===== src/rtl/pulse_link_pkg.sv =====
// ----------------------------------------------------------------------------
// pulse_link_pkg
// Definitions shared by both ends of the stretched-pulse link, so that the
// transmitter (edge-to-pulse stretcher) and the receiver
// (pulse_stretch_decoder) agree on the nominal pulse width and on the
// receiver state encoding.
//   PULSE_W_DEF  : nominal HIGH width in clk cycles
//   WCNT_W       : width of the receiver's pulse-width counter
//   link_state_t : receiver FSM states (IDLE, HIGH, STUCK)
// ----------------------------------------------------------------------------
package pulse_link_pkg;

    localparam int PULSE_W_DEF = 3;
    localparam int WCNT_W      = 4;

    typedef enum logic [1:0] {
        IDLE  = 2'd0,
        HIGH  = 2'd1,
        STUCK = 2'd2
    } link_state_t;

endpackage


===== src/rtl/sync_2ff.sv =====
// ----------------------------------------------------------------------------
// sync_2ff
// Two-flop synchroniser for a single asynchronous bit. Both flops clear to 0
// on reset.
// Ports:
//   clk   : destination clock, rising edge
//   rst_n : asynchronous active-low reset
//   d     : asynchronous input bit
//   q     : synchronised output (two clk cycles of latency)
// ----------------------------------------------------------------------------
module sync_2ff (
    input  logic clk,
    input  logic rst_n,
    input  logic d,
    output logic q
);

    logic meta_p0;
    logic sync_p1;

    always_ff @(posedge clk or negedge rst_n) begin
        if (!rst_n) begin
            meta_p0 <= 1'b0;
            sync_p1 <= 1'b0;
        end else begin
            meta_p0 <= d;
            sync_p1 <= meta_p0;
        end
    end

    assign q = sync_p1;

endmodule


===== src/rtl/pulse_stretch_decoder.sv =====
// ----------------------------------------------------------------------------
// pulse_stretch_decoder
// Receive side of the stretched-pulse link. Measures every HIGH pulse on
// dataIn and turns each pulse of acceptable width into a single-cycle event.
// Short pulses are flagged as glitches, overlong pulses as stuck lines, and
// accepted events are tallied in a saturating counter.
//
// Build option: define SYNC_EN to pass dataIn through a 2-flop synchroniser
// before measurement (adds 2 cycles to every output latency). Without it,
// dataIn must already be synchronous to clk.
//
// Parameters:
//   PULSE_W : nominal pulse width (2..15)
//   MAX_W   : widest accepted pulse (PULSE_W < MAX_W <= 15)
//   CNT_W   : event counter width
// Ports:
//   clk       : clock, rising edge
//   rst_n     : asynchronous active-low reset
//   dataIn    : stretched pulse line
//   cnt_clr   : synchronous clear of evt_cnt (wins over a simultaneous evt)
//   evt       : strobe, pulse width PULSE_W..MAX_W received
//   merged    : strobe with evt when width > PULSE_W (retriggered pulse)
//   err_short : strobe, pulse width < PULSE_W
//   err_long  : strobe, pulse width has just exceeded MAX_W
//   busy      : a pulse is being measured (state HIGH or STUCK)
//   evt_cnt   : saturating count of evt strobes
// ----------------------------------------------------------------------------
module pulse_stretch_decoder
    import pulse_link_pkg::*;
#(
    parameter int PULSE_W = PULSE_W_DEF,
    parameter int MAX_W   = 8,
    parameter int CNT_W   = 8
) (
    input  logic             clk,
    input  logic             rst_n,
    input  logic             dataIn,
    input  logic             cnt_clr,
    output logic             evt,
    output logic             merged,
    output logic             err_short,
    output logic             err_long,
    output logic             busy,
    output logic [CNT_W-1:0] evt_cnt
);

    localparam logic [WCNT_W-1:0] PULSE_C = WCNT_W'(PULSE_W);
    localparam logic [WCNT_W-1:0] MAX_C   = WCNT_W'(MAX_W);

    link_state_t       state;
    logic [WCNT_W-1:0] wcnt;
    logic              d;

    // Width counter never wraps. In practice it tops out at MAX_W+1 because
    // the FSM leaves HIGH at that point; the all-ones guard only matters
    // when MAX_W is 15 and MAX_W+1 does not fit.
    function automatic logic [WCNT_W-1:0] wcnt_inc(input logic [WCNT_W-1:0] v);
        return (v == '1) ? v : v + 1'b1;
    endfunction

    function automatic logic [CNT_W-1:0] sat_inc(input logic [CNT_W-1:0] v);
        return (v == '1) ? v : v + 1'b1;
    endfunction

`ifdef SYNC_EN
    sync_2ff u_sync (
        .clk   (clk),
        .rst_n (rst_n),
        .d     (dataIn),
        .q     (d)
    );
`else
    assign d = dataIn;
`endif

    // Measurement FSM with registered strobes
    always_ff @(posedge clk or negedge rst_n) begin
        if (!rst_n) begin
            state     <= IDLE;
            wcnt      <= '0;
            evt       <= 1'b0;
            merged    <= 1'b0;
            err_short <= 1'b0;
            err_long  <= 1'b0;
        end else begin
            evt       <= 1'b0;
            merged    <= 1'b0;
            err_short <= 1'b0;
            err_long  <= 1'b0;
            case (state)
                IDLE: begin
                    // The rising sample itself counts as the first high cycle.
                    if (d) begin
                        state <= HIGH;
                        wcnt  <= WCNT_W'(1);
                    end
                end
                HIGH: begin
                    if (d) begin
                        wcnt <= wcnt_inc(wcnt);
                        // This is the (MAX_W+1)th high sample.
                        if (wcnt == MAX_C) begin
                            err_long <= 1'b1;
                            state    <= STUCK;
                        end
                    end else begin
                        // wcnt never exceeds MAX_W here, so anything not short
                        // is an accepted event.
                        if (wcnt < PULSE_C) begin
                            err_short <= 1'b1;
                        end else begin
                            evt    <= 1'b1;
                            merged <= (wcnt > PULSE_C);
                        end
                        state <= IDLE;
                        wcnt  <= '0;
                    end
                end
                STUCK: begin
                    // Already reported once; the eventual release is silent.
                    if (!d) begin
                        state <= IDLE;
                        wcnt  <= '0;
                    end
                end
                default: begin
                    state <= IDLE;
                    wcnt  <= '0;
                end
            endcase
        end
    end

    // Event counter
    always_ff @(posedge clk or negedge rst_n) begin
        if (!rst_n) begin
            evt_cnt <= '0;
        end else if (cnt_clr) begin
            evt_cnt <= '0;
        end else if (evt) begin
            evt_cnt <= sat_inc(evt_cnt);
        end
    end

    assign busy = (state != IDLE);

endmodule

===== config.mk =====
export PLATFORM = sky130hd
export DESIGN_NAME = pulse_stretch_decoder
export DESIGN_NICKNAME = d
export VERILOG_FILES = /design/src/rtl/pulse_link_pkg.sv /design/src/rtl/sync_2ff.sv /design/src/rtl/pulse_stretch_decoder.sv
export SDC_FILE = /design/constraint.sdc
export NUM_CORES = 1
export LEC_CHECK = 0
export ABC_AREA = 0
export CAP_MARGIN = 20
export CORE_MARGIN = 8
export CORE_UTILIZATION = 52
export CTS_CLUSTER_SIZE = 8
export DETAILED_ROUTE_END_ITERATION = 16
export GPL_TIMING_DRIVEN = 0
export HOLD_SLACK_MARGIN = 0.1
export PLACE_DENSITY = 0.84
export SYNTH_ARGS = -nofsm -noshare
export SYNTH_HDL_FRONTEND = slang
export SYNTH_SLANG_ARGS = --single-unit

===== constraint.sdc =====
create_clock -name clk -period 4.7 [get_ports clk]
set_input_delay 0.47 -clock clk [delete_from_list [all_inputs] [get_ports clk]]
set_output_delay 0.47 -clock clk [all_outputs]
set_load 0.05 [all_outputs]

* Yosys cells after proc, flatten, opt, wreduce, memory -nomap -nowiden
Cells that the tools add are included.
** Cells by class
- Add/subtract/negate cells :: 2
- Order comparisons :: 2
- Equal/unequal tests :: 10
- Muxes and demuxes :: 25
- Reduce and logical (&&, ||, !) cells :: 6
** Operator list (count)
- 8-bit 2-to-1 mux :: 3
- 4-bit 2-to-1 mux :: 4
- 1-bit 2-to-1 mux :: 12
- 4-bit one-hot mux with 3 select lines :: 1
- 8-bit by 1-bit adder with 8-bit output, second input constant :: 1
- 4-bit == test, second input constant :: 2
- 8-bit == test, second input constant :: 1
- 2-bit 2-to-1 mux :: 4
- 2-bit != test, second input constant :: 3
- 3-bit != test, second input constant :: 2
- 2-bit one-hot mux with 3 select lines :: 1
- 3-bit AND reduction :: 2
- 4-bit by 1-bit adder with 4-bit output, second input constant :: 1
- 4-bit by 2-bit greater-than comparator with 1-bit output, second input constant :: 1
- 4-bit by 2-bit less-than comparator with 1-bit output, second input constant :: 1
- 2-bit nonzero test :: 2
- 2-bit by 1-bit == test with 1-bit output, second input constant :: 1
- 2-bit == test, second input constant :: 1
- 2-bit zero test :: 1
- 2-bit AND reduction :: 1
** Word-level totals
- Bits in registers :: 18
- Bits of input ports :: 4
- Output and inout bits :: 13
- Word-level logic and storage cells :: 52

* Logic depth before layout (Yosys ltp)
- Depth in word-level cells :: 4
- Gate-level depth with buffers :: 5
- Depth with buffers taken out :: 5

* Worst setup path before layout
Ideal clock, no wire load.
- Kind :: register to register
- Start :: register evt_cnt[0]
- End :: register evt_cnt[0]
- Library setup time :: 0.125 ns
- Data arrival time :: 1.700 ns
- Data required time :: 4.575 ns
- Setup slack :: 2.875 ns
- Stages on the path, launching flop included :: 6
- Buffers on the path :: 1
- Clock period less this slack :: 1.825 ns
- Path through :: dfrtp_1 ha_1 and4_1 buf_6 a21boi_4 mux2_4
** On the way
- Longest elaborated chain between the ends :: 4
- Elaborated cells between the ends (all ways) :: 7
- Those cells by class :: add/sub: 1; eq/ne: 2; mux: 3; reduce/logical: 1
** RTL lines
- from (decl) :: RTL line pulse_stretch_decoder.sv:44 : output logic [CNT_W-1:0] evt_cnt
- from (signal assigned) :: RTL line pulse_stretch_decoder.sv:141 : evt_cnt <= sat_inc(evt_cnt);
- 8-bit by 1-bit adder with 8-bit output :: RTL line pulse_stretch_decoder.sv:62 : return (v == '1) ? v : v + 1'b1;
- 8-bit 2-to-1 mux :: RTL line pulse_stretch_decoder.sv:62
- 8-bit 2-to-1 mux :: RTL line pulse_stretch_decoder.sv:140 : end else if (evt) begin
- 8-bit 2-to-1 mux :: RTL line pulse_stretch_decoder.sv:138 : end else if (cnt_clr) begin
Several ways; a longest one is shown, not always the timed one. The select of a mux whose other input is x is not followed.
A chain may end at the register's enable or synchronous reset.

* Worst setup path after layout
- Start :: register state[0]
- End :: output busy
** On the way
- Longest elaborated chain between the ends :: 1
** RTL lines
- from (decl) :: RTL line pulse_stretch_decoder.sv:50 : link_state_t state;
- from (signal assigned) :: RTL line pulse_stretch_decoder.sv:79 : state <= IDLE;
- from (signal assigned) :: RTL line pulse_stretch_decoder.sv:94 : state <= HIGH;
- from (signal assigned) :: RTL line pulse_stretch_decoder.sv:104 : state <= STUCK;
- 2-bit nonzero test :: RTL line pulse_stretch_decoder.sv:145 : assign busy = (state != IDLE);
- to (decl) :: RTL line pulse_stretch_decoder.sv:43 : output logic busy,
Every way passes these cells.

==> results.json <==
{
  "holdWs_ps": 550,
  "via_per_inst": 5.93,
  "worstMarginPinSlew_ps": 785,
  "die_y_um": 60.9,
  "cp-start-kind": "flop",
  "drt-pass1-iter-count": 4,
  "reg2reg_depth": 5,
  "syn_inst": 102,
  "clk_path_buf_depth": 2,
  "power_frac_seq_pct": 57.1,
  "r2r_start": "evt_cnt[0]$_DFFE_PN0P_",
  "num_antenna_cells": 0,
  "grt_pass1_vias": 802,
  "drt-initial-drc-count": 23,
  "numClockSinks": 18,
  "rsz0062_at_grt": "false",
  "use_met2_pct": 21.9,
  "crit_family": "buffers and inverters",
  "p_comb_share_pct": 15.8,
  "worstHoldStart": "evt_cnt[6]$_DFFE_PN0P_",
  "critical_path_buf_inv_count": 1,
  "vdd_drop_max_uv": 134,
  "grt_util_met3_pct": 1.91,
  "path_depth": 2,
  "stdcell_area_mm2": 0.00126,
  "cts_hold_buf": 0,
  "drcViolationCount": 0,
  "grt_use_total_pct": 13.2,
  "finClkSkew_ps": 1.04,
  "ys_seq_area_share_pct": 43.0,
  "cts-root-buf": "clkbuf_4",
  "cts.repair.resized": 0,
  "die_w_um": 60.9,
  "slowest_stage": "clkdlybuf4s50_1",
  "pre_cts_slack_ps": 2740,
  "grtUsageMet1_pct": 15.3,
  "htreeDepth": 1,
  "avgRoutedWirePerCell_um": 14.9,
  "grt_max_degree": 19,
  "crit_start": "state[0]$_DFFE_PN0P_",
  "synth_top_area_share_pct": 43.0,
  "max_freq_mhz": 436,
  "cts_tree": "done",
  "clkTransAtPathRegs_ps": 100,
  "dp_hpwl_mm": 1.60,
  "gp_congestion": 0.808,
  "io_buffers": 16,
  "busiest_layer": "met2",
  "grt_antenna_before_repair": 0,
  "critPathKind": "reg2out",
  "pwr-share-clk_pct": 27.1,
  "vias": 877,
  "crit_chain": "or2_2 -> clkdlybuf4s50_1",
  "drive_gt1_share_pct": 12.4,
  "drt_wl_total_mm": 2.21,
  "synth-edff-count": 0,
  "max_slew_margin_pct": 47.5,
  "ys_seq_elements": 18,
  "fin_ws_ps": 2410,
  "worstPathArrival_ps": 1820,
  "ys_warn_count": 0,
  "cp.required_ps": 4230,
  "start_util_pct": 54.0,
  "cpPeakStageDelay_ps": 710,
  "syn_to_final_growth_pct": 20.6,
  "nets": 131,
  "pin_count": 17,
  "core-area_mm2": 0.00194,
  "fin_crit_sh_pct": 48.8,
  "synth_fp_nets": 110,
  "max_cap_violations": 0,
  "hold_class": "reg2reg",
  "report.power.total_w": 0.000290,
  "syn_area_per_cell_um2": 10.3,
  "synthFlopType": "dfrtp_1",
  "num_rows": 16,
  "setup_tns_ps": 0,
  "powerDensity_mw_per_mm2": 229,
  "sw_frac_of_total_pct": 28.3,
  "fillers": 166,
  "final-hold-violation-count": 0,
  "cts_buffers": 3,
  "outcome": "complete, no violations",
  "grt_pass1_wl_mm": 3.65,
  "crit_fanout": 8,
  "dpl-instance-area_mm2": 0.00124,
  "p_int_w": 0.000208,
  "synthDistinctLibCells": 40,
  "leakage_nw": 0.541,
  "fp.dieArea_mm2": 0.00371,
  "yosys-top-cells-area": "dfrtp_1, ha_1, nand2b_1, and4b_1, nor3_1",
  "postCtsSetupRepairBufs": 0,
  "synth-async-reset-ratio_pct": 100,
  "end_kind": "output pin",
  "setup_violations": 0,
  "hold_depth": 1,
  "clkLatencyLatePin_ps": 290,
  "netlist_area_mm2": 0.00105,
  "grt-ovfl-total": 0,
  "slew_viol_final": 0,
  "fin_crit_ps": 2290,
  "p_sw_w": 0.0000820,
  "ant_nets": 0,
  "synth_top_area_cell": "dfrtp_1"
}
Yosys cell counts (2+ instances only):
cell type / instances
nand2b_1: 5
nand3b_1: 2
nor3_1: 6
mux2i_1: 2
a21oi_1: 4
nor2b_1: 4
nand4_1: 4
buf_2: 3
nor3b_1: 2
inv_1: 5
dfrtp_1: 18
and4b_1: 3
mux2_4: 2
o21ai_0: 2
nand3_1: 5
nor2_1: 7
ha_1: 4
a211oi_1: 2
worst paths after layout:
check	end	slack [ps]
worst max register to register	evt_cnt[0]$_DFFE_PN0P_	3040
max in group asynchronous	evt_cnt[7]$_DFFE_PN0P_	3590
worst min-delay path	evt_cnt[6]$_DFFE_PN0P_	550
worst max-delay path	busy	2410
worst min register to register	evt_cnt[6]$_DFFE_PN0P_	550
min in group asynchronous	wcnt[2]$_DFFE_PN0P_	620
layout make-up:
type,count,area (um^2),area share (%)
plain buffers,5,30.0,2.37
flip-flops and latches,18,450,35.6
repair buffers,16,160,12.7
multi-input cells,74,549,43.4
clock buffers,3,22.5,1.78
well taps,27,33.8,2.67
inverters,5,18.8,1.48
sequential cells by signal, indices dropped and copies added (netlist names):
register,count
err_long,1
err_short,1
evt,1
evt_cnt,8
merged,1
state,2
wcnt,4
routing by layer:
metal | wire length (um) | up-vias | part of all wire (%)
met4 | 56 | 0 | 2.5
met1 | 956 | 418 | 43
met5 | 0 | - | 0
li1 | - | 414 | -
met3 | 140 | 8 | 6.3
met2 | 1060 | 37 | 48
power by group through the flow:
stage,clock [W],sequential [W],combinational [W]
global route,0.0000877,0.000166,0.0000506
floorplan,0,0.000173,0.0000248
global placement,0,0.000168,0.0000439
finish,0.0000786,0.000166,0.0000458
CTS,0.0000803,0.000165,0.0000462
detailed placement,0,0.000168,0.0000460
placed cells by master (no fill, tap or decap), drive strengths merged, types with 3 or more instances in the layout:
| cell | netlist | layout |
|---|---|---|
| nor2b | 4 | 4 |
| inv | 5 | 5 |
| dfrtp | 18 | 18 |
| mux2 | 3 | 3 |
| clkbuf | 1 | 4 |
| a211oi | 3 | 3 |
| nand2b | 5 | 5 |
| nor2 | 7 | 7 |
| ha | 4 | 4 |
| and4b | 3 | 3 |
| nand4 | 4 | 4 |
| nand3 | 5 | 5 |
| buf | 4 | 4 |
| clkdlybuf4s50 | 0 | 16 |
| a21oi | 5 | 5 |
| nor3 | 6 | 6 |
per-stage QoR:
step | utilization, % | cells
after floorplan | - | 102
after global placement | 64.0 | 145
after detailed placement | 64.0 | 145
after CTS | 65.1 | 148
after global routing | 65.1 | 148
final | 65.1 | 148
logic make-up after synthesis:
logic type	share of synthesized area (%)
xor+xnor	0.835
simple gates	26.6
buf+inv	4.65
flops	43.0
compound gates	14.3
fa+ha+maj	4.77
mux	5.85
Note: power is estimated with default switching activity, not from simulation.
==> patch 1, RTL diff (same settings) <==
Change the package constant `WCNT_W` from 4 to 6.
--- a/src/rtl/pulse_link_pkg.sv
+++ b/src/rtl/pulse_link_pkg.sv
@@ -11,7 +11,7 @@
 package pulse_link_pkg;
 
     localparam int PULSE_W_DEF = 3;
-    localparam int WCNT_W      = 4;
+    localparam int WCNT_W      = 6;
 
     typedef enum logic [1:0] {
         IDLE  = 2'd0,
Function: no difference found for any inputs over 10 cycles, from zero or initial values and one cycle with rst_n low; that may be too few to reach the edited logic, so the function may still have changed.
==> patch 1 against the original RTL <==
  * Synthesized cell count increased by 25%
  * Die area increased by 9.0%
  * Via count increased by 16%
  * Design area increased by 8.7%
  * Wire length increased by 12%
  * Total power increased by 6.9%
  * Worst hold slack got worse by 0.021 ns
  * Sequential cell count increased by 2
  * Clock skew about the same
  * Setup slack got worse by 0.067 ns
  * Clock power about the same
  * Non-clock buffer count unchanged
  * Area after synthesis increased by 12%
  * Largest power group unchanged
  * Highest routed layer unchanged
==> patch 1: results (changes against the original RTL) <==
Run status
  – Status: finished clean

Power and ir drop
  – Peak VDD IR: 0.172 mV (+28%)
  – Internal Power: 224 uW (+7.8%)
  – Leakage Power: 0.000609 uW (+13%)

Hold path
  – Hold Startpoint: cnt_clr
  – Hold path cells: 2 (+1)
  – WHS Endpoint: evt_cnt[1]$_DFFE_PN0P_

Placement
  – Dpl cells: 169 (+17%)
  – Port buffer count: 14 (-2)
  – Post-DP HPWL: 1860 um (+16%)

Final layout
  – Fin nets: 154 (+18%)
  – Fillers: 188 (+13%)
  – Share of cells above drive strength 1: 0.132 (+0.00798)
  – Biggest regs: evt_cnt (8), wcnt (6), state (2)

Yosys
  – Area contributors post-synth: dfrtp_1 43%, ha_1 4.3%, a21oi_1 3.8%, mux2i_1 3.4%, nor2_1 3.2%
  – Commonest cells in the netlist: 20 x dfrtp_1, 10 x nor2_1, 9 x a21oi_1, 9 x nand2_1
  – Sequential fraction of the synthesis area: 0.425 (-0.00451)
  – Net Count, Synth: 135 (+23%)
  – Compound-Gate Fraction of Synth Area: 0.158 (+0.0151)

Global route
  – Largest net degree at the start of global routing: 21 (+2)
  – First-pass GRT wire length: 4180 um (+15%)
  – Vias in the first global route: 950 (+18%)

Routing
  – Initial DRC Count: 29 (+26%)
  – Vias per cell: 5.91 (-0.32%)
  – Routed WL per cell: 14.4 um (-3.5%)
  – Wl on met1: 1070 um (+12%)

Setup path
  – Reg-to-Reg Start: wcnt[0]$_DFFE_PN0P_
  – Worst reg-to-reg setup slack: 3.07 ns (+0.03 ns)
  – WP data arrival: 1.89 ns (+0.07 ns)
==> patch 1: cell types whose count changed in the layout (fill, tap and decap cells not counted), moves of 3 or more <==
cell,delta
a21oi_1,+5
and3_1,+3
nand2_1,+9
nand2b_1,-4
nor2_1,+3
o22ai_1,+3
==> patch 1: worst max path at each step <==
stage                             endpoint  slack (ns)  cells after the start
global route                          busy        2.27                      3
detailed placement                    busy        2.67                      3
global placement                      busy        2.68                      3
finish                                busy        2.34                      3
floorplan           evt_cnt[1]$_DFFE_PN0P_        3.01                      5
CTS                                   busy        2.33                      3
==> patch 1: kinds of logic (layout without fill, tap and decap cells) <==
group,after synthesis,count (layout)
flip-flops,20,20
XOR/XNOR,2,2
multiplexers,4,4
AND/OR/NAND/NOR,56,56
AO/OA/AOI/OAI,27,27
buffers and inverters,14,31
adder cells (fa/ha/maj),4,4
==> patch 1: power by group through the flow <==
stage,registers [uW],logic [uW],clock network [uW]
finish,183,47.7,78.9
global route,184,53.4,86.2
CTS,183,48.1,80.9
detailed placement,187,47.9,0
global placement,186,46.8,0
floorplan,192,27.2,0
==> patch 1: per-layer routing <==
metal	vias up	GRT usage
met5	-	0
met2	32	0.213
met4	0	0.0501
li1	492	-
met3	4	0.0389
met1	488	0.135
==> patch 1: cell type report <==
type	instances	share of cell area
Timing Repair Buffer	14	0.102
Clock buffer	3	0.0164
Inverter	7	0.0191
Tap cell	28	0.0255
Buffer	7	0.0246
Sequential cell	20	0.364
Multi-Input combinational cell	93	0.449
==> patch 1: through the flow <==
stage	cell area, um2	hold WS [ns]	setup slack (ns)
6_report	1380	0.528	2.34
5_1_grt	1380	0.576	2.27
4_1_cts	1380	0.530	2.33
3_5_place_dp	1350	0.557	2.67
3_3_place_gp	1350	0.552	2.68
2_1_floorplan	1180	0.174	3.01
==> patch 1: critical path, delay by kind of cell (launching register included) <==
| kind | cells | cell delay (ns) |
|---|---|---|
| simple gates | 1 | 0.32 |
| flops | 1 | 0.39 |
| buf+inv | 2 | 0.89 |
==> patch 2, RTL diff (same settings) <==
Without the edit above. Add an input register stage for `cnt_clr`, with the module's reset; this delays it by one clock. The other inputs are not delayed to match.
--- a/src/rtl/pulse_stretch_decoder.sv
+++ b/src/rtl/pulse_stretch_decoder.sv
@@ -46,6 +46,16 @@
 
     localparam logic [WCNT_W-1:0] PULSE_C = WCNT_W'(PULSE_W);
     localparam logic [WCNT_W-1:0] MAX_C   = WCNT_W'(MAX_W);
+
+    logic cnt_clr_q;
+
+    always_ff @(posedge clk or negedge rst_n) begin
+        if (!rst_n) begin
+            cnt_clr_q <= '0;
+        end else begin
+            cnt_clr_q <= cnt_clr;
+        end
+    end
 
     link_state_t       state;
     logic [WCNT_W-1:0] wcnt;
@@ -135,7 +145,7 @@
     always_ff @(posedge clk or negedge rst_n) begin
         if (!rst_n) begin
             evt_cnt <= '0;
-        end else if (cnt_clr) begin
+        end else if (cnt_clr_q) begin
             evt_cnt <= '0;
         end else if (evt) begin
             evt_cnt <= sat_inc(evt_cnt);
Formal check against the unedited RTL: not equivalent (Yosys sat finds a counterexample within 10 cycles, from zero or initial values and one cycle with rst_n low).
==> patch 2 against the original RTL <==
  * Total power increased by 4.1%
  * Die area increased by 3.2%
  * Register-to-register slack about the same
  * Final cell count increased by 2.0%
  * Clock skew increased by 0.0055 ns
  * Non-clock buffer count unchanged
  * Maximum frequency decreased by 2.2%
  * Area after synthesis increased by 4.3%
  * Wire length decreased by 0.23%
  * Count of clock-buffer cells in the layout increased by 1
  * Setup slack got worse by 0.053 ns
  * Design area increased by 3.1%
  * Sequential cell count increased by 1
==> patch 2: results (changes against the original RTL) <==
Run status
  – Status: finished clean

Routing
  – Initial DRC Count: 14 (-39%)
  – Final WL: 2210 um (-0.23%)
  – Via Count: 861 (-1.8%)
  – Routed WL per cell: 14.6 um (-2.2%)

Power and ir drop
  – Peak VDD IR: 0.202 mV (+51%)
  – Leakage Power: 0.000536 uW (-1.0%)
  – Switching share of power: 0.276 (-0.00676)

Global route
  – Largest net degree at the start of global routing: 20 (+1)
  – First-pass GRT wire length: 3800 um (+4.1%)
  – Vias in the first global route: 893 (+11%)
  – Gr usage total: 0.132 (+0.000457)

STA
  – Clock Skews: 0.00653 ns (+0.00549 ns)
  – Final hold vios: 0 (unchanged)
  – Slew @ Worst Pin: 0.828 ns (+0.0432 ns)

Setup path
  – WP data arrival: 1.88 ns (+0.06 ns)
  – Worst Path Max Fanout: 10 (+2)
  – Crit-path slowest cell: clkdlybuf4s50_1

Placement
  – GP Congestion: 0.838 (+3.7%)
  – Post-DP HPWL: 1630 um (+1.4%)
  – Post-place setup slack: 2.70 ns (-0.0436 ns)
  – Port buffer count: 15 (-1)
  – Placed cell area: 0.00128 mm2 (+2.8%)
  – Dpl cells: 147 (+1.4%)

Yosys
  – Async SR Flop Fraction: 1.00 (unchanged)
  – Most frequent cell after synthesis: dfrtp_1
  – Cell count after synthesis: 105 (+2.9%)
  – Sequential fraction of the synthesis area: 0.435 (+0.00519)
  – Commonest cells in the netlist: 19 x dfrtp_1, 9 x nor2_1, 7 x nor2b_1
  – Area contributors post-synth: dfrtp_1 43%, mux2_4 5.5%, ha_1 4.6%, nor2b_1 4.0%, nor2_1 3.1%
  – Cell variety after synth: 38 (-5.0%)

Clock network
  – Root buf cell: clkbuf_4

Final layout
  – Fin nets: 133 (+1.5%)
  – Share of cells above drive strength 1: 0.137 (+0.0131)
  – Biggest regs: evt_cnt (8), wcnt (4), state (2)
  – Fillers: 158 (-4.8%)

Hold path
  – HP Class: in2reg
-- patch 2: layer usage --
metal	routed length (um)	vias up	global-route usage
met5	0	-	0
met4	15	0	0.0552
li1	-	421	-
met1	906	414	0.139
met2	1130	24	0.232
met3	150	2	0.0494
-- patch 2: final timing paths --
path,to,startpoint,slack [ns],cells after the start
hold reg to reg,evt_cnt[1]$_DFFE_PN0P_,evt_cnt[1]$_DFFE_PN0P_,0.63,2
setup reg to reg,evt_cnt[5]$_DFFE_PN0P_,evt_cnt[0]$_DFFE_PN0P_,3.05,4
setup / recovery,busy,state[0]$_DFFE_PN0P_,2.35,3
hold / removal,state[0]$_DFFE_PN0P_,dataIn,0.51,3
max in group asynchronous,err_long$_DFF_PN0_,rst_n,3.55,1
min in group asynchronous,evt_cnt[4]$_DFFE_PN0P_,rst_n,0.63,1
-- patch 2: cells by family (layout without fill, tap and decap cells) --
group	after synthesis	count (layout)	share of synthesized area
AND/OR/NAND/NOR	46	46	0.249
XOR/XNOR	1	1	0.00801
AO/OA/AOI/OAI	20	20	0.148
flip-flops	19	19	0.435
buffers and inverters	9	28	0.0412
multiplexers	6	6	0.0732
adder cells (fa/ha/maj)	4	4	0.0458
-- patch 2: tightest hold or removal path: cells and delay by family --
family          cells  cell delay [ns]
buf+inv             1             0.15
simple gates        1             0.11
compound gates      1             0.05
-- patch 2: area by class of cell --
class                      instances  area (um2)  share of cell area
multi-input combinational         77         573               0.440
sequential                        19         475               0.365
timing repair buffer              15         150               0.115
buffer                             6        33.8              0.0259
tap                               27        33.8              0.0259
clock buffer                       4        26.3              0.0202
inverter                           3        11.3             0.00864
-- patch 2: power by group through the flow --
stage	registers [uW]	logic (uW)	clock network [uW]
6_report	175	42.9	83.7
5_1_grt	176	48.0	92.7
4_1_cts	175	43.4	87.9
3_5_place_dp	178	43.3	0
3_3_place_gp	178	41.9	0
2_1_floorplan	183	23.6	0
-- patch 2: metrics by stage --
stage / util / total power [uW]
CTS: 0.658 / 307
finish: 0.658 / 302
detailed placement: 0.645 / 222
global placement: 0.645 / 220
global route: 0.658 / 317
floorplan: - / 206
